**src/rtl/pipe_sequencer_pkg.sv**
```systemverilog
// Shared definitions for the pipeline sequencer: FSM states, stage indices,
// control-bundle layout and the canonical control patterns.
package pipe_sequencer_pkg;

    typedef enum logic [1:0] {
        ST_BOOT   = 2'd0,
        ST_RUN    = 2'd1,
        ST_DRAIN  = 2'd2,
        ST_HALTED = 2'd3
    } seq_state_e;

    localparam int NUM_STAGES = 5;
    localparam int STG_IF     = 0;
    localparam int STG_ID     = 1;
    localparam int STG_EX     = 2;
    localparam int STG_MEM    = 3;
    localparam int STG_WB     = 4;

    localparam logic [4:0] REG_ZERO = 5'd0;

    typedef struct packed {
        logic pc_en;
        logic ifid_en;
        logic idex_en;
        logic exmem_en;
        logic memwb_en;
        logic ifid_flush;
        logic idex_flush;
    } ctl_t;

    localparam ctl_t CTL_IDLE     = ctl_t'(7'b00000_00);
    localparam ctl_t CTL_RUN      = ctl_t'(7'b11111_00);
    localparam ctl_t CTL_BRANCH   = ctl_t'(7'b11111_11);
    localparam ctl_t CTL_LOAD_USE = ctl_t'(7'b00111_01);
    // Fetch frozen and a bubble fed into IF/ID while older work retires.
    localparam ctl_t CTL_DRAIN    = ctl_t'(7'b01111_10);

    function automatic logic [NUM_STAGES-1:0] shift_valid(
        input logic [NUM_STAGES-1:0] valid,
        input logic                  fetch
    );
        return {valid[NUM_STAGES-2:0], fetch};
    endfunction

endpackage

```
**src/rtl/pipe_sequencer_hazard_detect.sv**
```systemverilog
// Raw hazard conditions, each qualified by the live flag of the stage it
// inspects. Priority between them is resolved by the sequencer.
module pipe_sequencer_hazard_detect
    import pipe_sequencer_pkg::*;
(
    input  logic       valid_id,
    input  logic       valid_ex,
    input  logic       valid_mem,
    input  logic [4:0] id_rs,
    input  logic [4:0] id_rt,
    input  logic       id_use_rs,
    input  logic       id_use_rt,
    input  logic       ex_mem_to_reg,
    input  logic [4:0] ex_write_reg,
    input  logic       ex_branch_taken,
    input  logic       mem_req,
    input  logic       mem_ready,
    output logic       mem_stall,
    output logic       branch,
    output logic       load_use
);

    logic rs_dep;
    logic rt_dep;

    assign rs_dep    = id_use_rs && (id_rs == ex_write_reg);
    assign rt_dep    = id_use_rt && (id_rt == ex_write_reg);

    assign mem_stall = valid_mem && mem_req && !mem_ready;
    assign branch    = valid_ex && ex_branch_taken;
    // $0 is never a real destination, so a load to it creates no dependency.
    assign load_use  = valid_ex && valid_id && ex_mem_to_reg &&
                       (ex_write_reg != REG_ZERO) && (rs_dep || rt_dep);

endmodule

```
**src/rtl/pipe_sequencer.sv**
```systemverilog
// Pipeline sequencing controller: owns stage live flags, every stage-register
// enable/flush, the halt-drain FSM and a saturating stall-cycle counter.
module pipe_sequencer
    import pipe_sequencer_pkg::*;
#(
    parameter int STALL_CNT_W = 16
) (
    input  logic                   clock,
    input  logic                   reset,
    input  logic [4:0]             id_rs,
    input  logic [4:0]             id_rt,
    input  logic                   id_use_rs,
    input  logic                   id_use_rt,
    input  logic                   id_halt,
    input  logic                   ex_mem_to_reg,
    input  logic [4:0]             ex_write_reg,
    input  logic                   ex_branch_taken,
    input  logic                   mem_req,
    input  logic                   mem_ready,
    output logic                   pc_en,
    output logic                   ifid_en,
    output logic                   idex_en,
    output logic                   exmem_en,
    output logic                   memwb_en,
    output logic                   ifid_flush,
    output logic                   idex_flush,
    output logic [NUM_STAGES-1:0]  stage_valid,
    output logic                   halted,
    output logic [STALL_CNT_W-1:0] stall_count
);

    seq_state_e             state_q, state_d;
    logic [NUM_STAGES-1:0]  valid_q, valid_d;
    logic [STALL_CNT_W-1:0] stall_cnt_q, stall_cnt_d;
    ctl_t                   ctl;
    logic                   stall_event;
    logic                   mem_stall, branch, load_use;

    pipe_sequencer_hazard_detect u_hazard (
        .valid_id        (valid_q[STG_ID]),
        .valid_ex        (valid_q[STG_EX]),
        .valid_mem       (valid_q[STG_MEM]),
        .id_rs           (id_rs),
        .id_rt           (id_rt),
        .id_use_rs       (id_use_rs),
        .id_use_rt       (id_use_rt),
        .ex_mem_to_reg   (ex_mem_to_reg),
        .ex_write_reg    (ex_write_reg),
        .ex_branch_taken (ex_branch_taken),
        .mem_req         (mem_req),
        .mem_ready       (mem_ready),
        .mem_stall       (mem_stall),
        .branch          (branch),
        .load_use        (load_use)
    );

    always_comb begin
        // NOTE: every signal gets a default before the case so no path can infer a latch.
        ctl         = CTL_IDLE;
        state_d     = state_q;
        valid_d     = valid_q;
        stall_event = 1'b0;

        unique case (state_q)
            ST_BOOT: begin
                valid_d = '0;
                state_d = ST_RUN;
            end
            ST_RUN: begin
                if (mem_stall) begin
                    stall_event = 1'b1;
                end else if (branch) begin
                    ctl                 = CTL_BRANCH;
                    valid_d             = shift_valid(valid_q, 1'b1);
                    valid_d[STG_ID]     = 1'b0;
                    valid_d[STG_EX]     = 1'b0;
                end else if (load_use) begin
                    // HALT waiting behind a load-use is picked up once the bubble is in.
                    ctl                 = CTL_LOAD_USE;
                    stall_event         = 1'b1;
                    valid_d             = {valid_q[STG_MEM], valid_q[STG_EX], 1'b0,
                                           valid_q[STG_ID], valid_q[STG_IF]};
                end else if (valid_q[STG_ID] && id_halt) begin
                    ctl                 = CTL_DRAIN;
                    valid_d             = shift_valid(valid_q, 1'b0);
                    valid_d[STG_ID]     = 1'b0;
                    state_d             = ST_DRAIN;
                end else begin
                    ctl                 = CTL_RUN;
                    valid_d             = shift_valid(valid_q, 1'b1);
                end
            end
            ST_DRAIN: begin
                // A taken branch here is older than HALT and must not refetch.
                if (mem_stall) begin
                    stall_event = 1'b1;
                end else begin
                    ctl             = CTL_DRAIN;
                    valid_d         = shift_valid(valid_q, 1'b0);
                    valid_d[STG_ID] = 1'b0;
                    if (valid_d == '0) state_d = ST_HALTED;
                end
            end
            ST_HALTED: begin
                valid_d = '0;
            end
            default: begin
                state_d = ST_BOOT;
                valid_d = '0;
            end
        endcase

        stall_cnt_d = stall_cnt_q;
        if (stall_event && (stall_cnt_q != '1)) stall_cnt_d = stall_cnt_q + 1'b1;
    end

    // NOTE: sequential state uses non-blocking assignments so all flops update together.
    always_ff @(posedge clock or negedge reset) begin
        if (!reset) begin
            state_q     <= ST_BOOT;
            valid_q     <= '0;
            stall_cnt_q <= '0;
        end else begin
            state_q     <= state_d;
            valid_q     <= valid_d;
            stall_cnt_q <= stall_cnt_d;
        end
    end

    assign pc_en       = ctl.pc_en;
    assign ifid_en     = ctl.ifid_en;
    assign idex_en     = ctl.idex_en;
    assign exmem_en    = ctl.exmem_en;
    assign memwb_en    = ctl.memwb_en;
    assign ifid_flush  = ctl.ifid_flush;
    assign idex_flush  = ctl.idex_flush;
    assign stage_valid = valid_q;
    assign halted      = (state_q == ST_HALTED);
    assign stall_count = stall_cnt_q;

endmodule

```
**config.mk**
```make
export PLATFORM = sky130hd
export DESIGN_NAME = pipe_sequencer
export DESIGN_NICKNAME = d
export VERILOG_FILES = /design/src/rtl/pipe_sequencer_pkg.sv /design/src/rtl/pipe_sequencer_hazard_detect.sv /design/src/rtl/pipe_sequencer.sv
export SDC_FILE = /design/constraint.sdc
export NUM_CORES = 1
export LEC_CHECK = 0
export CELL_PAD_IN_SITES_DETAIL_PLACEMENT = 2
export CELL_PAD_IN_SITES_GLOBAL_PLACEMENT = 2
export CORE_MARGIN = 8
export CORE_UTILIZATION = 26
export DETAILED_ROUTE_END_ITERATION = 10
export HOLD_SLACK_MARGIN = 0.05
export PLACE_DENSITY = 0.81
export REMOVE_ABC_BUFFERS = 1
export SLEW_MARGIN = 5
export SYNTH_ARGS = -nofsm -noshare
export SYNTH_HDL_FRONTEND = slang
export SYNTH_SLANG_ARGS = --single-unit
```
**constraint.sdc**
```tcl
create_clock -name clock -period 2.9 [get_ports clock]
set_clock_uncertainty 0.05 [all_clocks]
set_input_delay 0.87 -clock clock [delete_from_list [all_inputs] [get_ports clock]]
set_output_delay 0.87 -clock clock [all_outputs]
set_load 0.005 [all_outputs]
```
# [Yosys cells after proc, flatten, opt, wreduce, memory -nomap -nowiden]
# Cells that the tools add are included.
[totals] reg_bits=23 input_bits=24 output_inout_bits=29 elab_cells=63
[classes] addsub=1 eq_ne=13 mux=24 n_reduce_logical=21
[op_table] cell="$mux W7" n=4
[op_table] cell="$add A16 B1 Y16 const B" n=1
[op_table] cell="$ne A16 B16 Y1 const B" n=1
[op_table] cell="$pmux W5 S3" n=1
[op_table] cell="$mux W2" n=7
[op_table] cell="$pmux W7 S2" n=1
[op_table] cell="$ne A2 B2 Y1 const B" n=6
[op_table] cell="$logic_and A1 B1 Y1" n=11
[op_table] cell="$eq A5 B5 Y1" n=2
[op_table] cell="$mux W5" n=2
[op_table] cell="$reduce_and A7 Y1" n=1
[op_table] cell="$mux W3" n=2
[op_table] cell="$mux W6" n=1
[op_table] cell="$pmux W2 S3" n=1
[op_table] cell="$reduce_bool A5 Y1" n=1
[op_table] cell="$eq A2 B2 Y1 const B" n=2
[op_table] cell="$mux W1" n=4
[op_table] cell="$logic_not A3 Y1" n=1
[op_table] cell="$ne A3 B3 Y1 const B" n=1
[op_table] cell="$reduce_and A3 Y1" n=1
[op_table] cell="$reduce_bool A3 Y1" n=1
[op_table] cell="$eq A2 B1 Y1 const B" n=1
[op_table] cell="$logic_not A2 Y1" n=1
[op_table] cell="$pmux W1 S2" n=1
[op_table] cell="4 further kinds" n=4

# [Longest topological paths before layout]
# Gate-level depths: netlist of the first run.
[logic_depth] depth_word=9 ltp_mapped=9 depth_no_buf=8

# [Cells and area by module]
# Synthesis of the first run repeated with hierarchy kept, for this count alone.
[hier_totals] hier_cells=141 area_unflattened_um2=1438.9
[by_module_without_submodules] module="pipe_sequencer" n_inst=1 cells_per_inst=121 area_per_inst_um2=1293.7
[by_module_without_submodules] module="pipe_sequencer_hazard_detect" n_inst=1 cells_per_inst=20 area_per_inst_um2=145.1

# [Worst setup path after synthesis of the first run]
# Ideal clock, no wire load.
[synth_path] kind="in2out" startpoint="input ex_write_reg[1]" endpoint="output pc_en" arrival_time_ns=2.022 required_ns=1.980 setup_slack_ns=-0.042 stages=5 path_cell_list="or4_4 > o2111a_1 > nand2_1 > a21oi_1 > nor3_1"
[synth_between] elab_chain_cells=8
[synth_lines] item="start: declaration" line="pipe_sequencer.sv:16" source="input logic [4:0] ex_write_reg,"
[synth_lines] item="$eq A5 B5 Y1, on equally long branches" line="pipe_sequencer_hazard_detect.sv:26, pipe_sequencer_hazard_detect.sv:27"
[synth_lines] item="$logic_and A1 B1 Y1, on equally long branches" line="pipe_sequencer_hazard_detect.sv:26, pipe_sequencer_hazard_detect.sv:27"
[synth_lines] item="$logic_or A1 B1 Y1" line="pipe_sequencer_hazard_detect.sv:33" source="(ex_write_reg != REG_ZERO) && (rs_dep || rt_dep);"
[synth_lines] item="$logic_and A1 B1 Y1 *" line="pipe_sequencer_hazard_detect.sv:33"
[synth_lines] item="$mux W7 *" line="pipe_sequencer.sv:77" source="end else if (load_use) begin"
[synth_lines] item="$mux W7 *" line="pipe_sequencer.sv:72" source="end else if (branch) begin"
[synth_lines] item="$mux W7 *" line="pipe_sequencer.sv:70" source="if (mem_stall) begin"
[synth_lines] item="$pmux W7 S2 *" line="pipe_sequencer.sv:64" source="unique case (state_q)"
[synth_lines] item="end: declaration" line="pipe_sequencer.sv:20" source="output logic pc_en,"
# Mark *: on every way between the ends. The rest lies on a longest branch, timed or not.

# [Final worst setup path of the first run]
[layout_path] startpoint="input ex_write_reg[2]" endpoint="output pc_en"
# The elaborated chain is that of the path after synthesis.

==> results of run 1 <==
==> cell usage after synthesis, types with 2 or more instances <==
cell type,instances
or3_1,3
xor2_1,3
buf_4,6
ha_1,5
nand2_1,11
mux2i_1,2
xnor2_1,22
or2_2,2
dfrtp_1,23
o21ai_0,5
and2_1,3
a21oi_1,8
nor3_1,4
inv_1,5
and3_1,5
nor2_1,14
o22ai_1,2
nand4_1,9
nand3_1,7
==> power by group through the flow <==
| stage | clock, W | combinational, W | sequential (W) |
|---|---|---|---|
| after floorplan | 0 | 0.0000202 | 0.000333 |
| after global placement | 0 | 0.0000783 | 0.000333 |
| after detailed placement | 0 | 0.0000807 | 0.000333 |
| after CTS | 0.000223 | 0.0000857 | 0.000327 |
| after global routing | 0.000233 | 0.0000939 | 0.000328 |
| final | 0.000211 | 0.0000873 | 0.000327 |
==> worst max path at each step <==
| stage | slack [ps] | start | cells after the start | endpoint |
|---|---|---|---|---|
| global route | -330 | ex_write_reg[2] | 7 | pc_en |
| floorplan | -40 | ex_write_reg[1] | 5 | pc_en |
| CTS | -280 | ex_write_reg[2] | 7 | pc_en |
| detailed placement | -1170 | ex_write_reg[3] | 7 | pc_en |
| finish | -280 | ex_write_reg[2] | 7 | pc_en |
| global placement | -1040 | ex_write_reg[1] | 7 | pc_en |
==> stage by stage <==
stage                     cell area [um2]  hold WS, ps  setup TNS (ps)
final                                2350          442            -899
after global placement               2170          434           -7980
after detailed placement             2170          439          -10150
after floorplan                      1400          431           -53.8
after global routing                 2350          475           -1100
after CTS                            2320          451            -900
==> layer usage <==
metal / GRT usage, % / part of all wire [%] / vias to the layer above
met5: 0 / 0 / -
met4: 3.27 / 0.80 / 0
met3: 2.88 / 4.6 / 2
met2: 25.5 / 53 / 35
met1: 15.7 / 42 / 718
li1: - / - / 691
==> layout make-up <==
cell class | instances | area, um2 | share of cell area [%]
sequential | 23 | 576 | 24.5
multi-input combinational | 119 | 943 | 40.1
clock inverter | 1 | 7.51 | 0.319
tap | 72 | 90.1 | 3.83
clock buffer | 3 | 41.3 | 1.76
timing repair buffer | 78 | 673 | 28.6
inverter | 5 | 21.3 | 0.904
==> worst max-delay path, delay by kind of cell <==
kind / cells / cell delay, ps
AOI/OAI and AO/OA: 2 / 360
buffers and inverters: 2 / 240
and+or+nand+nor: 3 / 790
==> cells by family after synthesis <==
| logic type | share of synthesized area, % |
|---|---|
| buffers and inverters | 5.39 |
| and+or+nand+nor | 22.0 |
| DFF | 39.4 |
| AOI/OAI and AO/OA | 11.8 |
| xor gates and xnor gates | 15.0 |
| muxes | 2.14 |
| adders and majority gates | 4.28 |
==> state kept, by name (all words and copies together), names as in the netlist <==
signal and flops:
state_q 2, stage_valid 5, stall_count 16
==> timing repair <==
action                                  CTS  global route
resized for setup                       102            10
endpoints found under the setup margin    8             6
buffers inserted                          4             1
hold buffers                              0             0
pin swaps                                25            10
==> results.md, run 1 <==
- Status: finished, violations left
- Failing checks: setup timing
- Final max-slew violation count: 0
- WHS Endpoint: stall_count[10]$_DFFE_PN0P_
- DR vias/cell: 4.80
- Vias in the first global route: 1645
- CP Capture Type: primary output
- Clock sinks: 23
- Internal power: 0.000471 W
- DR WL/cell: 18.3 um
- Maximum clock rate: 314 MHz
- Fill cells: 616
- Post-synth top flop: dfrtp_1
- Sw power: 0.000154 W
- Die ar.: 8280 um2
- Hold WC Path Type: flop to flop
- CTS tree: built
- Cells after synthesis: 155
- Post-detail-place hpwl: 4230 um
- Area contributors post-synth: dfrtp_1 (39%), xnor2_1 (13%), ha_1 (4.3%), nand4_1 (3.9%), nor2_1 (3.6%)
- Area Overhead vs Synth: 61.0%
- Routability cong.: 0.776
- Type of the worst setup path: primary input to primary output
- Setup violations, final: 4
- First-pass GRT wire length: 9230 um
- Initial antenna violation count: 0
- Antenna-violating nets left: 0
- EDFF count, synth: 0
- Die Y: 91.0 um
- PwrDens: 266 nW/um2
- Setup slack, reg-to-reg: 400 ps
- Remaining Overflow, GRT: 0
- Layout cell share with drive strength beyond 1: 34.5%
- Syn. warnings: 0
- Sequential share of power: 52.3%
- Share of the synthesized area in the top cell type: 39.4%
- Sequential fraction of the synthesis area: 39.4%
- Tightest Pin Transition: 616 ps
- Core area: 5470 um2
- Initial core utilization: 26.7%
- CTS max path bufs: 2
- DRT iter0 DRCs: 46
- Final core occ: 43.0%
- Yosys reg bits: 23
- Comb power frac: 14.0%
- TritonCTS Buffers: 3
- GRT Overall Usage: 13.8%
- Rows: 27
- DIE WIDTH: 91.0 um
- CP Max Fanout: 3
- Commonest non-fill, non-tap cell in the layout: clkdlybuf4s50_1
- DRT Pass-1 Iters: 4
- Via count: 1446
- Final worst-path cycle share: 110%
- Largest net degree at the start of global routing: 24
- Tmin final: 3180 ps
- Req. time, crit path: 1980 ps
- Ant diodes: 0
- H-Tree Level Count: 1
- CP max stage delay: 550 ps
- Final Hold Vio Count: 0
- Largest vdd supply drop: 0.245 mV
- Hold path depth: 1
- WL final: 5500 um
- Clock latency at the later pin of the worst-skew pair: 270 ps
- Max-cap viol count: 0
- Clk root buf: clkbuf_8
- IO Pins: 53
- Most frequent cells in the layout: clkdlybuf4s50_1 (26), buf_4 (23), dfrtp_1 (23)
- DR DRC count: 0
- Asr flop ratio synth: 100%
- Clock transition at path regs: 90 ps
- Synthesized area per cell: 9.43 um2
- Static leakage: 0.999 nW
- Slowest CP cell: or4_4
- Synth Cell Area: 1460 um2
- Reg2Reg Capture Point: stall_count[1]$_DFFE_PN0P_
- Pre-CTS WS: -1170 ps
- Hold_sp: stall_count[10]$_DFFE_PN0P_
- Synth cell types: 35
- Inst Count DP: 292
- Nets: 259
- Slew headroom: 59.0%
- Worst-path cell chain: buf_6 -> or4_4 -> o2111a_1 -> nand2_2 -> a21oi_2 -> nor3_2 -> buf_2
- Post-synth top area cell: dfrtp_1
- I/O Buffers: 52
- FF-to-FF path depth: 6
- Clock power frac: 33.8%
- Post-route setup slack: -284 ps
- Overall power: 0.000625 W
- Critical path arrival: 2260 ps
- Switching part of the total: 24.7%
- Unrepaired setup endpoints after global routing: true
- Final non-filler cell total: 301
- R2R Path Start: state_q[0]$_DFFE_PN0P_
- Worst setup SP type: primary input
No activity file was read; power rests on OpenSTA's default activity.
==> run 2: changes to the inputs <==
--- a/config.mk
+++ b/config.mk
@@ -10,10 +10,11 @@
 export CORE_MARGIN = 8
 export CORE_UTILIZATION = 26
 export DETAILED_ROUTE_END_ITERATION = 10
-export HOLD_SLACK_MARGIN = 0.05
 export PLACE_DENSITY = 0.81
+export RECOVER_POWER = 50
 export REMOVE_ABC_BUFFERS = 1
 export SLEW_MARGIN = 5
 export SYNTH_ARGS = -nofsm -noshare
 export SYNTH_HDL_FRONTEND = slang
 export SYNTH_SLANG_ARGS = --single-unit
+export TNS_END_PERCENT = 10
==> results.md, run 2 (same netlist as run 1, synthesis figures left out) <==
- Slowest CP cell: or4_4 (unchanged)
- Final Hold Vio Count: 0 (unchanged)
- Remaining Overflow, GRT: 0 (unchanged)
- CTS max path bufs: 2 (unchanged)
- Tightest Pin Transition: 1320 ps (was 616 ps)
- Core area: 5470 um2 (unchanged)
- IO Pins: 53 (unchanged)
- Largest vdd supply drop: 0.244 mV (was 0.245 mV)
- Rows: 27 (unchanged)
- CP delay by family, top: simple AND/OR/NAND/NOR gates (unchanged)
- Fin area: 2270 um2 (was 2350 um2)
- Critical path arrival: 2280 ps (was 2260 ps)
- Worst setup path startpoint: ex_write_reg[2] (unchanged)
- Die Y: 91.0 um (unchanged)
- Commonest non-fill, non-tap cell in the layout: clkdlybuf4s50_1 (unchanged)
- DRT Pass-1 Iters: 4 (unchanged)
- Area of the multi-input gates: 886 um2 (was 943 um2)
- Die ar.: 8280 um2 (unchanged)
- Worst path bufs/invs: 2 (unchanged)
- H-Tree Level Count: 1 (unchanged)
- Ant diodes: 0 (unchanged)
- Vias in the first global route: 1619 (was 1645)
- Antenna-violating nets left: 0 (unchanged)
- Post-detail-place hpwl: 4230 um (unchanged)
- DRT iter0 DRCs: 40 (was 46)
- PwrDens: 270 nW/um2 (was 266 nW/um2)
- Final max-slew violation count: 0 (unchanged)
- Worst setup SP type: primary input (unchanged)
- Unrepaired setup endpoints after global routing: true (unchanged)
- CP Capture Type: primary output (unchanged)
- First-pass GRT wire length: 8950 um (was 9230 um)
- DR vias/cell: 4.78 (was 4.80)
- WL final: 5370 um (was 5500 um)
- I/O Buffers: 52 (unchanged)
- Final core occ: 41.5% (was 43.0%)
- DIE WIDTH: 91.0 um (unchanged)
- Nets: 257 (was 259)
- CTS Hold Bufs: 0 (unchanged)
- DR WL/cell: 18.0 um (was 18.3 um)
- Via count: 1429 (was 1446)
- Slew headroom: 11.7% (was 59.0%)
- Max-cap viol count: 0 (unchanged)
- TritonCTS Buffers: 3 (unchanged)
- GRT Overall Usage: 13.3% (was 13.8%)
- DR DRC count: 0 (unchanged)
- Type of the worst setup path: primary input to primary output (unchanged)
- Area Overhead vs Synth: 55.6% (was 61.0%)
- Static leakage: 0.954 nW (was 0.999 nW)
- Most frequent cells in the layout: clkdlybuf4s50_1 (26), dfrtp_1 (23), xnor2_1 (22), buf_4 (22), nor2_1 (12) (was clkdlybuf4s50_1 (26), buf_4 (23), dfrtp_1 (23))
- Req. time, crit path: 1980 ps (about the same)
- Fill cells: 620 (was 616)
- Clock latency at the later pin of the worst-skew pair: 270 ps (about the same)
- Setup violations, final: 7 (was 4)
- Max reg flops: 16 (unchanged)
- Setup slack, reg-to-reg: 390 ps (was 400 ps)
- R2R Path Start: state_q[0]$_DFFE_PN0P_ (unchanged)
- Clk root buf: clkbuf_8 (unchanged)
- Hold_sp: stall_count[10]$_DFFE_PN0P_ (unchanged)
- Maximum clock rate: 312 MHz (was 314 MHz)
- Clock sinks: 23 (unchanged)
- Hold WC Path Type: flop to flop (unchanged)
- Initial antenna violation count: 0 (unchanged)
- CP Max Fanout: 3 (unchanged)
- Dpl cell area: 2170 um2 (unchanged)
- Tmin final: 3200 ps (was 3180 ps)
- Layout cell share with drive strength beyond 1: 27.3% (was 34.5%)
- Final worst-path cycle share: 110% (about the same)
- Largest net degree at the start of global routing: 24 (unchanged)
- Failing checks: setup timing (unchanged)
- Register area: 576 um2 (unchanged)
- Post-route setup slack: -300 ps (was -284 ps)
- Status: finished, violations left (unchanged)
- Hold WS: 436 ps (was 442 ps)
- CTS tree: built (unchanged)
- CP max stage delay: 550 ps (about the same)
- Clock transition at path regs: 90 ps (about the same)
- Initial core utilization: 26.7% (unchanged)
- Routability cong.: 0.776 (unchanged)
- Worst-path cell chain: buf_6 -> or4_4 -> o2111a_1 -> nand2_2 -> nand3_1 -> a21oi_1 -> buf_2 (was buf_6 -> or4_4 -> o2111a_1 -> nand2_2 -> a21oi_2 -> nor3_2 -> buf_2)
==> run 2: cell types whose count changed in the layout (fill, tap and decap cells not counted), sizes merged <==
cell,previous run,this run
buf,38,34
dlygate4sd3,0,3
clkdlybuf4s15,7,5
dlygate4sd2,5,7
clkbuf,5,4
==> run 2: cell type report <==
| class | instances | share of cell area (%) |
|---|---|---|
| Multi-Input combinational cell | 119 | 39.0 |
| Clock inverter | 1 | 0.330 |
| Inverter | 5 | 0.936 |
| Tap cell | 72 | 3.96 |
| Clock buffer | 3 | 1.82 |
| Timing Repair Buffer | 76 | 28.7 |
| Sequential cell | 23 | 25.3 |
==> run 2: routing by layer <==
layer	vias to the layer above	share of wire, %	GRT usage [%]
met1	706	42	15.1
met2	34	52	24.2
met4	0	1.3	3.82
met5	-	0	0
li1	684	-	-
met3	5	4.6	2.88
==> run 2: what timing repair did <==
item / CTS / global route
endpoints found under the setup margin: 8 / 7
gates resized for setup: 83 / 2
buffers inserted: 2 / 1
pin swaps: 22 / 2
==> run 2: path summary, 6_finish.rpt <==
| path | endpoint | cells past startpoint |
|---|---|---|
| max | ifid_flush | 7 |
| min | stall_count[10]$_DFFE_PN0P_ | 1 |
| max reg2reg | stall_count[1]$_DFFE_PN0P_ | 6 |
| min reg2reg | stall_count[10]$_DFFE_PN0P_ | 1 |
| max in group asynchronous | stall_count[7]$_DFFE_PN0P_ | 2 |
| min in group asynchronous | stall_count[4]$_DFFE_PN0P_ | 2 |
==> run 2: power breakdown <==
group	internal [W]	switching (W)	total, W
Sequential	0.000323	0.00000358	0.000327
Combinational	0.0000438	0.0000322	0.0000761
Clock	0.0000973	0.000113	0.000210
==> run 2: worst register-to-register path: stages (launching register included) <==
cell and delay (ps):
dfrtp_1 420, inv_1 80, ha_1 310, buf_4 170, or3_1 430, o22ai_2 530
mux2_2 410
==> run 2: through the flow <==
stage / TNS (ps) / instances / total power (W) / setup WS, ps
floorplan: -53.8 / 147 / 0.000353 / -41.8
global placement: -7980 / 292 / 0.000412 / -1040
detailed placement: -10150 / 292 / 0.000414 / -1170
CTS: -1370 / 298 / 0.000630 / -280
global route: -2090 / 299 / 0.000644 / -346
finish: -1700 / 299 / 0.000613 / -300
